===== src/rtl/det_pkg.sv =====
// Shared types and term tables for the sequential determinant engine.
// Element indices address the latched 3x3 window as r*3+c.
package det_pkg;

  typedef enum logic [1:0] {
    IDLE = 2'd0,
    CALC = 2'd1,
    FIN  = 2'd2
  } state_t;

  // Sarrus terms: factor indices and sign (bit t set = subtract term t)
  localparam logic [3:0] T3_X [6] = '{4'd0, 4'd1, 4'd2, 4'd2, 4'd1, 4'd0};
  localparam logic [3:0] T3_Y [6] = '{4'd4, 4'd5, 4'd3, 4'd4, 4'd3, 4'd5};
  localparam logic [3:0] T3_Z [6] = '{4'd8, 4'd6, 4'd7, 4'd6, 4'd8, 4'd7};
  localparam logic [5:0] T3_NEG   = 6'b111000;

  // 2x2 terms: +m00*m11, -m01*m10
  localparam logic [3:0] T2_X [2] = '{4'd0, 4'd1};
  localparam logic [3:0] T2_Y [2] = '{4'd4, 4'd3};
  localparam logic [1:0] T2_NEG   = 2'b10;

  function automatic int acc_w(input int data_w);
    return 3 * data_w + 3;
  endfunction

endpackage


===== src/rtl/det_mul.sv =====
// Combinational signed multiplier, (2*DATA_W) x DATA_W -> 3*DATA_W.
// Shift-add over the bits of b; the sign bit of b carries negative weight.
module det_mul #(
  parameter int DATA_W = 8
) (
  input  logic signed [2*DATA_W-1:0] a,
  input  logic signed [DATA_W-1:0]   b,
  output logic signed [3*DATA_W-1:0] p
);

  logic signed [3*DATA_W-1:0] a_ext;

  assign a_ext = {{DATA_W{a[2*DATA_W-1]}}, a};

  always_comb begin
    p = '0;
    for (int i = 0; i < DATA_W; i++) begin
      if (b[i]) begin
        if (i == DATA_W - 1) p = p - (a_ext <<< i);
        else                 p = p + (a_ext <<< i);
      end
    end
  end

endmodule


===== src/rtl/determinant_nxn_seq.sv =====
// Sequential 2x2/3x3 signed determinant over the top-left corner of the matrix bus.
// One shared multiplier; 3x3 terms take two cycles (x*y, then *z).
module determinant_nxn_seq
  import det_pkg::*;
#(
  parameter int DATA_W = 8,
  parameter int GRID_N = 5
) (
  input  logic                                clock,
  input  logic                                reset,
  input  logic                                start,
  input  logic                                size3,
  input  logic [GRID_N*GRID_N*DATA_W-1:0]     A_flat,
  output logic                                busy,
  output logic                                done,
  output logic [DATA_W-1:0]                   det,
  output logic signed [acc_w(DATA_W)-1:0]     det_full,
  output logic                                overflow_flag,
  output logic [1:0]                          state_dbg
);

  localparam int ACC_W = acc_w(DATA_W);
  localparam int PRD_W = 3 * DATA_W;
  localparam logic signed [ACC_W-1:0] DET_MAX = ACC_W'((2 ** (DATA_W - 1)) - 1);
  localparam logic signed [ACC_W-1:0] DET_MIN = ACC_W'(-(2 ** (DATA_W - 1)));

  state_t state_q, state_d;

  logic signed [DATA_W-1:0]   m_q [9];
  logic                       size3_q;
  logic [2:0]                 term_q;
  logic                       phase_q;
  logic signed [2*DATA_W-1:0] p_q;
  logic signed [ACC_W-1:0]    acc_q;

  logic [3:0]                 x_idx, y_idx, z_idx;
  logic                       term_neg;
  logic                       term_last_cycle;
  logic                       last_term;
  logic signed [DATA_W-1:0]   x_val, y_val, z_val;
  logic signed [2*DATA_W-1:0] mul_a;
  logic signed [DATA_W-1:0]   mul_b;
  logic signed [PRD_W-1:0]    mul_p;
  logic signed [ACC_W-1:0]    prod_ext;

  // Operand selection from the current term and phase
  always_comb begin
    x_idx    = size3_q ? T3_X[term_q] : T2_X[term_q[0]];
    y_idx    = size3_q ? T3_Y[term_q] : T2_Y[term_q[0]];
    z_idx    = T3_Z[term_q];
    term_neg = size3_q ? T3_NEG[term_q] : T2_NEG[term_q[0]];
  end

  assign x_val = m_q[x_idx];
  assign y_val = m_q[y_idx];
  assign z_val = m_q[z_idx];
  assign mul_a = phase_q ? p_q : {{DATA_W{x_val[DATA_W-1]}}, x_val};
  assign mul_b = phase_q ? z_val : y_val;
  assign prod_ext = {{(ACC_W - PRD_W){mul_p[PRD_W-1]}}, mul_p};

  assign term_last_cycle = !size3_q || phase_q;
  assign last_term       = size3_q ? (term_q == 3'd5) : (term_q == 3'd1);

  det_mul #(.DATA_W(DATA_W)) u_mul (
    .a (mul_a),
    .b (mul_b),
    .p (mul_p)
  );

  always_ff @(posedge clock or posedge reset) begin
    if (reset) state_q <= IDLE;
    else       state_q <= state_d;
  end

  always_comb begin
    state_d = state_q;
    case (state_q)
      IDLE:    if (start) state_d = CALC;
      CALC:    if (term_last_cycle && last_term) state_d = FIN;
      FIN:     state_d = IDLE;
      default: state_d = IDLE;
    endcase
  end

  assign state_dbg = state_q;

  always_ff @(posedge clock or posedge reset) begin
    if (reset) begin
      for (int k = 0; k < 9; k++) m_q[k] <= '0;
      size3_q       <= 1'b0;
      term_q        <= '0;
      phase_q       <= 1'b0;
      p_q           <= '0;
      acc_q         <= '0;
      busy          <= 1'b0;
      done          <= 1'b0;
      det           <= '0;
      det_full      <= '0;
      overflow_flag <= 1'b0;
    end else begin
      done <= 1'b0;
      case (state_q)
        IDLE: begin
          if (start) begin
            for (int k = 0; k < 9; k++)
              m_q[k] <= A_flat[((k / 3) * GRID_N + (k % 3)) * DATA_W +: DATA_W];
            size3_q <= size3;
            term_q  <= '0;
            phase_q <= 1'b0;
            acc_q   <= '0;
            busy    <= 1'b1;
          end
        end
        CALC: begin
          if (term_last_cycle) begin
            acc_q   <= term_neg ? (acc_q - prod_ext) : (acc_q + prod_ext);
            term_q  <= term_q + 3'd1;
            phase_q <= 1'b0;
          end else begin
            // x*y of a 3x3 term always fits in 2*DATA_W
            p_q     <= mul_p[2*DATA_W-1:0];
            phase_q <= 1'b1;
          end
        end
        FIN: begin
          det_full      <= acc_q;
          det           <= acc_q[DATA_W-1:0];
          overflow_flag <= (acc_q > DET_MAX) || (acc_q < DET_MIN);
          done          <= 1'b1;
          busy          <= 1'b0;
        end
        default: ;
      endcase
    end
  end

endmodule


===== config.mk =====
export PLATFORM = sky130hd
export DESIGN_NAME = determinant_nxn_seq
export DESIGN_NICKNAME = d
export VERILOG_FILES = /design/src/rtl/det_pkg.sv /design/src/rtl/det_mul.sv /design/src/rtl/determinant_nxn_seq.sv
export SDC_FILE = /design/constraint.sdc
export NUM_CORES = 1
export LEC_CHECK = 0
export BUFFER_PORTS_ARGS = -buffer_cell sky130_fd_sc_hd__buf_2
export CAP_MARGIN = 40
export CELL_PAD_IN_SITES_DETAIL_PLACEMENT = 1
export CELL_PAD_IN_SITES_GLOBAL_PLACEMENT = 1
export CORE_ASPECT_RATIO = 1.25
export CORE_MARGIN = 2
export CORE_UTILIZATION = 45
export CTS_BUF_LIST = sky130_fd_sc_hd__clkbuf_4
export DETAILED_ROUTE_END_ITERATION = 12
export PLACE_DENSITY_LB_ADDON = 0.3
export RECOVER_POWER = 25
export SLEW_MARGIN = 10
export SYNTH_ARGS = -nofsm -noshare
export SYNTH_HDL_FRONTEND = slang
export SYNTH_HIERARCHICAL = 1
export SYNTH_SLANG_ARGS = --single-unit

===== constraint.sdc =====
create_clock -name clock -period 18.9 [get_ports clock]
set_input_delay 1.89 -clock clock [delete_from_list [all_inputs] [get_ports clock]]
set_output_delay 1.89 -clock clock [all_outputs]
set_load 0.005 [all_outputs]

==> reports/metrics.cfg, run 1 <==
[finish]
nNetsFinal=2459
fill_cells=4466
area_growth_pct=8.165
drive_gt1_share_pct=19.26
finalNonFillerCells=2579

[global_route]
track_usage_pct=26.75
grt_max_degree=80
grt_pass1_wl_um=84390
antenna_found_initial=1
gr-total-overflow=0
grt_pass1_vias=16420

[worst_setup_path]
r2r_cells=68
start_kind=flip-flop
end_kind=flip-flop
reg2reg_slack_ns=1.64
cpPeakStageDelay_ns=0.77
arrival_ns=17.76
r2r-end=acc_q[26]
critPathRequiredTime_ns=19.40
crit_start=term_q[0]
critPathBufInv=3
crit_type=reg2reg
cp.depth=68
cp_common_cell=ha_1
critPathSlowestCell=a221oi_1
crit_end=acc_q[26]
reg2reg_from=term_q[0]
crit_family=compound AO/OA/AOI/OAI gates
path_max_fanout=32

[yosys]
synth_fp_nets=2381
yosysUniqueCellTypes=87
synth_ff_type=dfrtp_1
synth_top_area_cell=dfrtp_1
synth_cells=2001
synth_edf_count=0
avgSynthCellArea_um2=8.416
synth_area_leaders=dfrtp_1 (23%), ha_1 (12%), mux2_2 (10%)
syn_area_um2=16840
synth-seq-area-share_pct=22.59
async_flop_share_pct=100.0
yosysWarningCount=6
ys_ff_latch=152
yosysTopAreaCellShare_pct=22.59

[timing]
relSlewSlack_pct=-179.5
setup_tns_ns=0
finalClockSkew_ns=0.02654
fmax_mhz=57.94
fin_crit_ns=17.26
setup_ws_ns=1.640
finalCritPeriodShare_pct=91.32
holdWs_ns=0.5001
hold_viol_final=0
rsz0062_at_grt=false
report.final.slew_viol_count=80
finalSetupViolCount=0
worstMarginPinSlew_ns=4.192

[clock_network]
root_buffer=clkbuf_4
cts_buffer_depth=2
cts_tree=yes
cts_setup_buffers=0
cts_hold_buf=0
cts_max_level=4
clock-sinks=152
path_clk_slew_ns=0.13
cts_resized=0
insertion_delay_ns=0.62
cts-buffers-inserted=17

[flow_run]
maxCapViolations=1

[routing]
ant_nets=0
drt_iter0_markers=635
drc=0
wire_per_inst_um=19.61
post_drt_via_cell_ratio=6.020
vias=15530
first_pass_iters=5
drt_wl_total_um=50570

[die]
dieHeight_um=220.3
start_util_pct=45.43
die_w_um=177.0
pin_count=244
die_area_um2=39000
placementRows=79
core_area_um2=37070

[min_path]
min_path_type=reg2reg
whs_path_depth=1

[status]
status=complete, but fails checks
violations=capacitance limit, slew limit

[placement]
preCtsSetupSlack_ns=1.789
hpwlAfterDp_um=40740
gp_congestion=0.8880
placed_cells=2546
io_buffers=115

-- synthesized netlist by cell type, types with 10 or more instances --
master / n
a211oi_1: 19
a21o_1: 44
a21oi_1: 150
a221oi_1: 13
a31o_2: 10
a31oi_1: 24
and2_1: 15
and3_1: 15
clkbuf_1: 63
dfrtp_1: 152
ha_1: 168
inv_1: 88
mux2_2: 154
mux2i_1: 23
mux4_2: 16
nand2_1: 237
nand2b_1: 21
nand3_1: 39
nand4_1: 13
nor2_1: 119
nor2b_1: 26
nor3_1: 26
nor4_1: 14
o211ai_1: 15
o21a_1: 30
o21ai_0: 149
o21ai_1: 10
o21bai_1: 10
o31ai_1: 18
or3_1: 19
xnor2_1: 83
xor2_1: 46
-- worst register-to-register path, delay by kind of cell (launching register included) --
kind	cells	cell delay, ns
compound gates	30	7.37
fa+ha+maj	10	3.59
simple gates	17	3.15
mux	4	1.20
buf+inv	3	0.73
flops	1	0.59
xor+xnor	4	0.55
-- through the flow --
stage               instance area (µm²)  util [%]
floorplan                         16840         -
global placement                  17910     48.31
detailed placement                17990     48.52
CTS                               18250     49.23
global route                      18220     49.14
finish                            18220     49.14
-- how the worst min path moves through the flow --
stage                            start           end  slack (ns)
after floorplan               acc_q[0]      acc_q[0]        0.45
after global placement            busy          busy        0.46
after detailed placement          busy          busy        0.47
after CTS                         busy          busy        0.50
after global routing      det_full[24]  det_full[24]        0.54
final                             busy          busy        0.50
-- routing by layer --
layer  track usage (%)  vias up  wire [µm]
met1             32.12     7701      22010
met3             2.388       90       1035
met5                 0        -          0
li1                  -     7496          -
met4             10.85        0       1865
met2             48.91      239      25660
-- placed cells by master (no fill, tap or decap), types with 25 or more instances in the layout --
| master | synthesis | final |
|---|---|---|
| buf_2 | 6 | 115 |
| nand2_1 | 237 | 237 |
| inv_1 | 88 | 87 |
| nor2b_1 | 26 | 26 |
| xor2_1 | 46 | 46 |
| o21a_1 | 30 | 30 |
| xnor2_1 | 83 | 83 |
| a21o_1 | 44 | 44 |
| nor3_1 | 26 | 26 |
| mux2_2 | 154 | 154 |
| nor2_1 | 119 | 117 |
| buf_4 | 8 | 25 |
| dfrtp_1 | 152 | 152 |
| nand3_1 | 39 | 39 |
| o21ai_0 | 149 | 149 |
| a21oi_1 | 150 | 143 |
| ha_1 | 168 | 168 |
-- kinds of logic (layout without fill, tap and decap cells) --
family,after synthesis,after routing,share of synthesized area [%]
and+or+nand+nor,588,588,16.60
adders and majority gates,176,176,13.43
xor gates and xnor gates,129,129,6.709
DFF,152,152,22.59
AOI/OAI and AO/OA,584,584,22.61
muxes,193,193,13.80
buffers and inverters,179,270,4.257
other,0,1,0
-- flip-flops by register name, summed over array words and instances (netlist names), 2 cells and up --
signal	cells
det_full	20
state_dbg	2
acc_q	27
p_q	16
det	7
m_q	72
term_q	3
-- layout make-up --
| class | instances | area, µm² | share of cell area (%) |
|---|---|---|---|
| Multi-Input combinational cell | 1670 | 12370 | 67.92 |
| Sequential cell | 152 | 3804 | 20.88 |
| Timing Repair Buffer | 145 | 817.0 | 4.485 |
| Tap cell | 486 | 608.1 | 3.338 |
| Inverter | 93 | 350.3 | 1.923 |
| Clock buffer | 19 | 142.6 | 0.7830 |
| Clock inverter | 13 | 120.1 | 0.6594 |
| Antenna cell | 1 | 2.502 | 0.01374 |
Power of run 1 is left out: the tool's default activity adds up to more than one toggle a clock period on the data nets, which glitch-free logic cannot reach.
==> run 2, diff against run 1 <==
--- a/config.mk
+++ b/config.mk
@@ -11,8 +11,8 @@
 export CELL_PAD_IN_SITES_GLOBAL_PLACEMENT = 1
 export CORE_ASPECT_RATIO = 1.25
 export CORE_MARGIN = 2
-export CORE_UTILIZATION = 45
-export CTS_BUF_LIST = sky130_fd_sc_hd__clkbuf_4
+export CORE_UTILIZATION = 40
+export CTS_BUF_LIST = sky130_fd_sc_hd__clkbuf_16
 export DETAILED_ROUTE_END_ITERATION = 12
 export PLACE_DENSITY_LB_ADDON = 0.3
 export RECOVER_POWER = 25
==> constraint.sdc (replaced) <==
create_clock -name clock -period 14.7 [get_ports clock]
set_input_delay 1.47 -clock clock [delete_from_list [all_inputs] [get_ports clock]]
set_output_delay 1.47 -clock clock [all_outputs]
set_load 0.005 [all_outputs]
==> run 2 against run 1 <==
  * The run still ends with capacitance limit, slew limit left
  * Final area increased by 18%
  * Critical path type unchanged
  * Hold slack got worse by 0.021 ns
  * Clock skew decreased by 0.013 ns
  * Non-clock buffer count increased by 210
  * Fmax increased by 20%
  * Wire length increased by 17%
==> reports/metrics.cfg, run 2 (synthesized netlist as in run 1, its figures left out) <==
[status]
status=complete, but fails checks
violations=capacitance limit, slew limit

[worst_setup_path]
end_kind=flip-flop
start_kind=flip-flop
reg2reg_from=term_q[2]
reg2reg_slack_ns=0.36  ; -1.28 ns
crit_start=term_q[2]
critPathRequiredTime_ns=15.03  ; -4.37 ns
cp_common_cell=buf_4
crit_end=acc_q[26]
crit_type=reg2reg
path_max_fanout=8  ; -75%
critPathSlowestCell=dfrtp_2
r2r_cells=71  ; +4.4%
arrival_ns=14.66  ; -3.10 ns
cpPeakStageDelay_ns=0.49  ; -0.28 ns
r2r-end=acc_q[26]

[timing]
fin_crit_ns=14.34  ; -2.923 ns
worstMarginPinSlew_ns=3.532  ; -0.6606 ns
hold_viol_final=0  ; unchanged
finalSetupViolCount=0  ; unchanged
report.final.slew_viol_count=116  ; +45%
relSlewSlack_pct=-136.7  ; +43 points
finalClockSkew_ns=0.01310  ; -0.01344 ns
setup_ws_ns=0.3632  ; -1.277 ns
fmax_mhz=69.75  ; +20%
finalCritPeriodShare_pct=97.53  ; +6.2 points

[finish]
regMostFlops=m_q
top_regs=m_q: 72 flops, acc_q: 27 flops, det_full: 20 flops
stdcell_area_um2=21450  ; +18%
final_cell_mix=buf_4 (229), nand2_1 (227), mux2_2 (152), dfrtp_1 (151), ha_1 (132)
nNetsFinal=2669  ; +8.5%
largest_reg_flops=72  ; unchanged
area_growth_pct=27.39
finalNonFillerCells=2863  ; +11%
drive_gt1_share_pct=34.54  ; +15 points
fill_cells=4960  ; +11%
final_common_cell=buf_4

[routing]
wire_per_inst_um=20.64  ; +5.3%
first_pass_iters=5  ; unchanged
post_drt_via_cell_ratio=5.869  ; -2.5%
drc=0  ; unchanged
ant_nets=0  ; unchanged
drt_iter0_markers=713  ; +12%
drt_wl_total_um=59090  ; +17%
vias=16800  ; +8.2%

[clock_network]
cts_hold_buf=0  ; unchanged
cts_max_level=4  ; unchanged
insertion_delay_ns=0.45  ; -0.17 ns
cts_buffer_depth=2  ; unchanged
clock-sinks=152  ; unchanged
path_clk_slew_ns=0.07  ; -0.06 ns
cts_tree=yes
root_buffer=clkbuf_16
cts-buffers-inserted=17  ; unchanged

[die]
placementRows=84  ; +6.3%
dieHeight_um=233.4  ; +6.0%
pin_count=244  ; unchanged
die_w_um=187.5  ; +5.9%
core_area_um2=41830  ; +13%
start_util_pct=40.26  ; -5.2 points
die_area_um2=43770  ; +12%

[global_route]
gr-total-overflow=0  ; unchanged
grt_pass1_vias=17680  ; +7.7%
grt_max_degree=82  ; +2.5%
track_usage_pct=25.80  ; -0.95 points
grt_pass1_wl_um=91360  ; +8.3%
antenna_found_initial=2  ; +1

[min_path]
whs_path_depth=1  ; unchanged
hold_start=busy
min_path_type=reg2reg

[placement]
placed_cells=2788  ; +9.5%
preCtsSetupSlack_ns=-0.4707  ; -2.260 ns
io_buffers=115  ; unchanged
placed_area_um2=19370  ; +7.7%
gp_congestion=0.8639  ; -2.7%
hpwlAfterDp_um=44270  ; +8.7%

[flow_run]
maxCapViolations=2  ; +1

run 2: changes by cell type in the layout (fill, tap and decap cells not counted), moves of 8 or more:
cell / change
clkbuf_4: -19
ha_1: -36
buf_4: +204
a21oi_1: -33
o21ai_1: +8
clkbuf_16: +17
nand2_1: -10
nand2_2: +10
a21oi_2: +26
ha_2: +12
o21ai_0: -26
ha_4: +24
o21ai_2: +16
run 2: how the worst min path moves through the flow:
stage	slack (ns)	endpoint
2_1_floorplan	0.45	acc_q[0]
3_3_place_gp	0.46	busy
3_5_place_dp	0.47	busy
4_1_cts	0.49	busy
5_1_grt	0.51	busy
6_report	0.48	busy
run 2: final cells by class:
class	count	area, µm²	share of cell area [%]
clock inverter	15	175.2	0.8165
sequential	152	3805	17.73
multi-input combinational	1670	13570	63.24
inverter	93	350.3	1.633
tap	559	699.4	3.260
clock buffer	17	425.4	1.983
timing repair buffer	355	2426	11.31
antenna	2	5.005	0.02333
run 2: per-layer routing:
| layer | up-vias | wire (µm) | track usage, % |
|---|---|---|---|
| li1 | 7898 | - | - |
| met1 | 8466 | 23670 | 28.75 |
| met2 | 301 | 31630 | 49.81 |
| met3 | 139 | 1290 | 2.689 |
| met4 | 0 | 2502 | 10.41 |
| met5 | - | 0 | 0 |
run 2: what timing repair did:
action,4_1_cts,5_1_grt
resized for setup,51,195
pin swaps,24,97
endpoints found under the setup margin,5,9
setup buffers,8,35
run 2: critical path, delay by kind of cell (launching register included):
kind | cells | cell delay, ns
AO/OA/AOI/OAI | 28 | 4.50
XOR/XNOR | 4 | 0.59
adder cells (fa/ha/maj) | 9 | 2.43
buffers and inverters | 9 | 1.31
flip-flops | 1 | 0.49
multiplexers | 4 | 1.04
AND/OR/NAND/NOR | 17 | 3.81
run 2: metrics by stage:
stage / hold slack (ns) / TNS [ns] / util (%)
after global placement: 0.4604 / -0.08349 / 46.16
after detailed placement: 0.4688 / -1.369 / 46.32
final: 0.4791 / 0 / 51.29
after CTS: 0.4852 / 0 / 48.41
after global routing: 0.5140 / -1.638 / 51.29
after floorplan: 0.4498 / 0 / -
Power of run 2 is left out for the same reason.
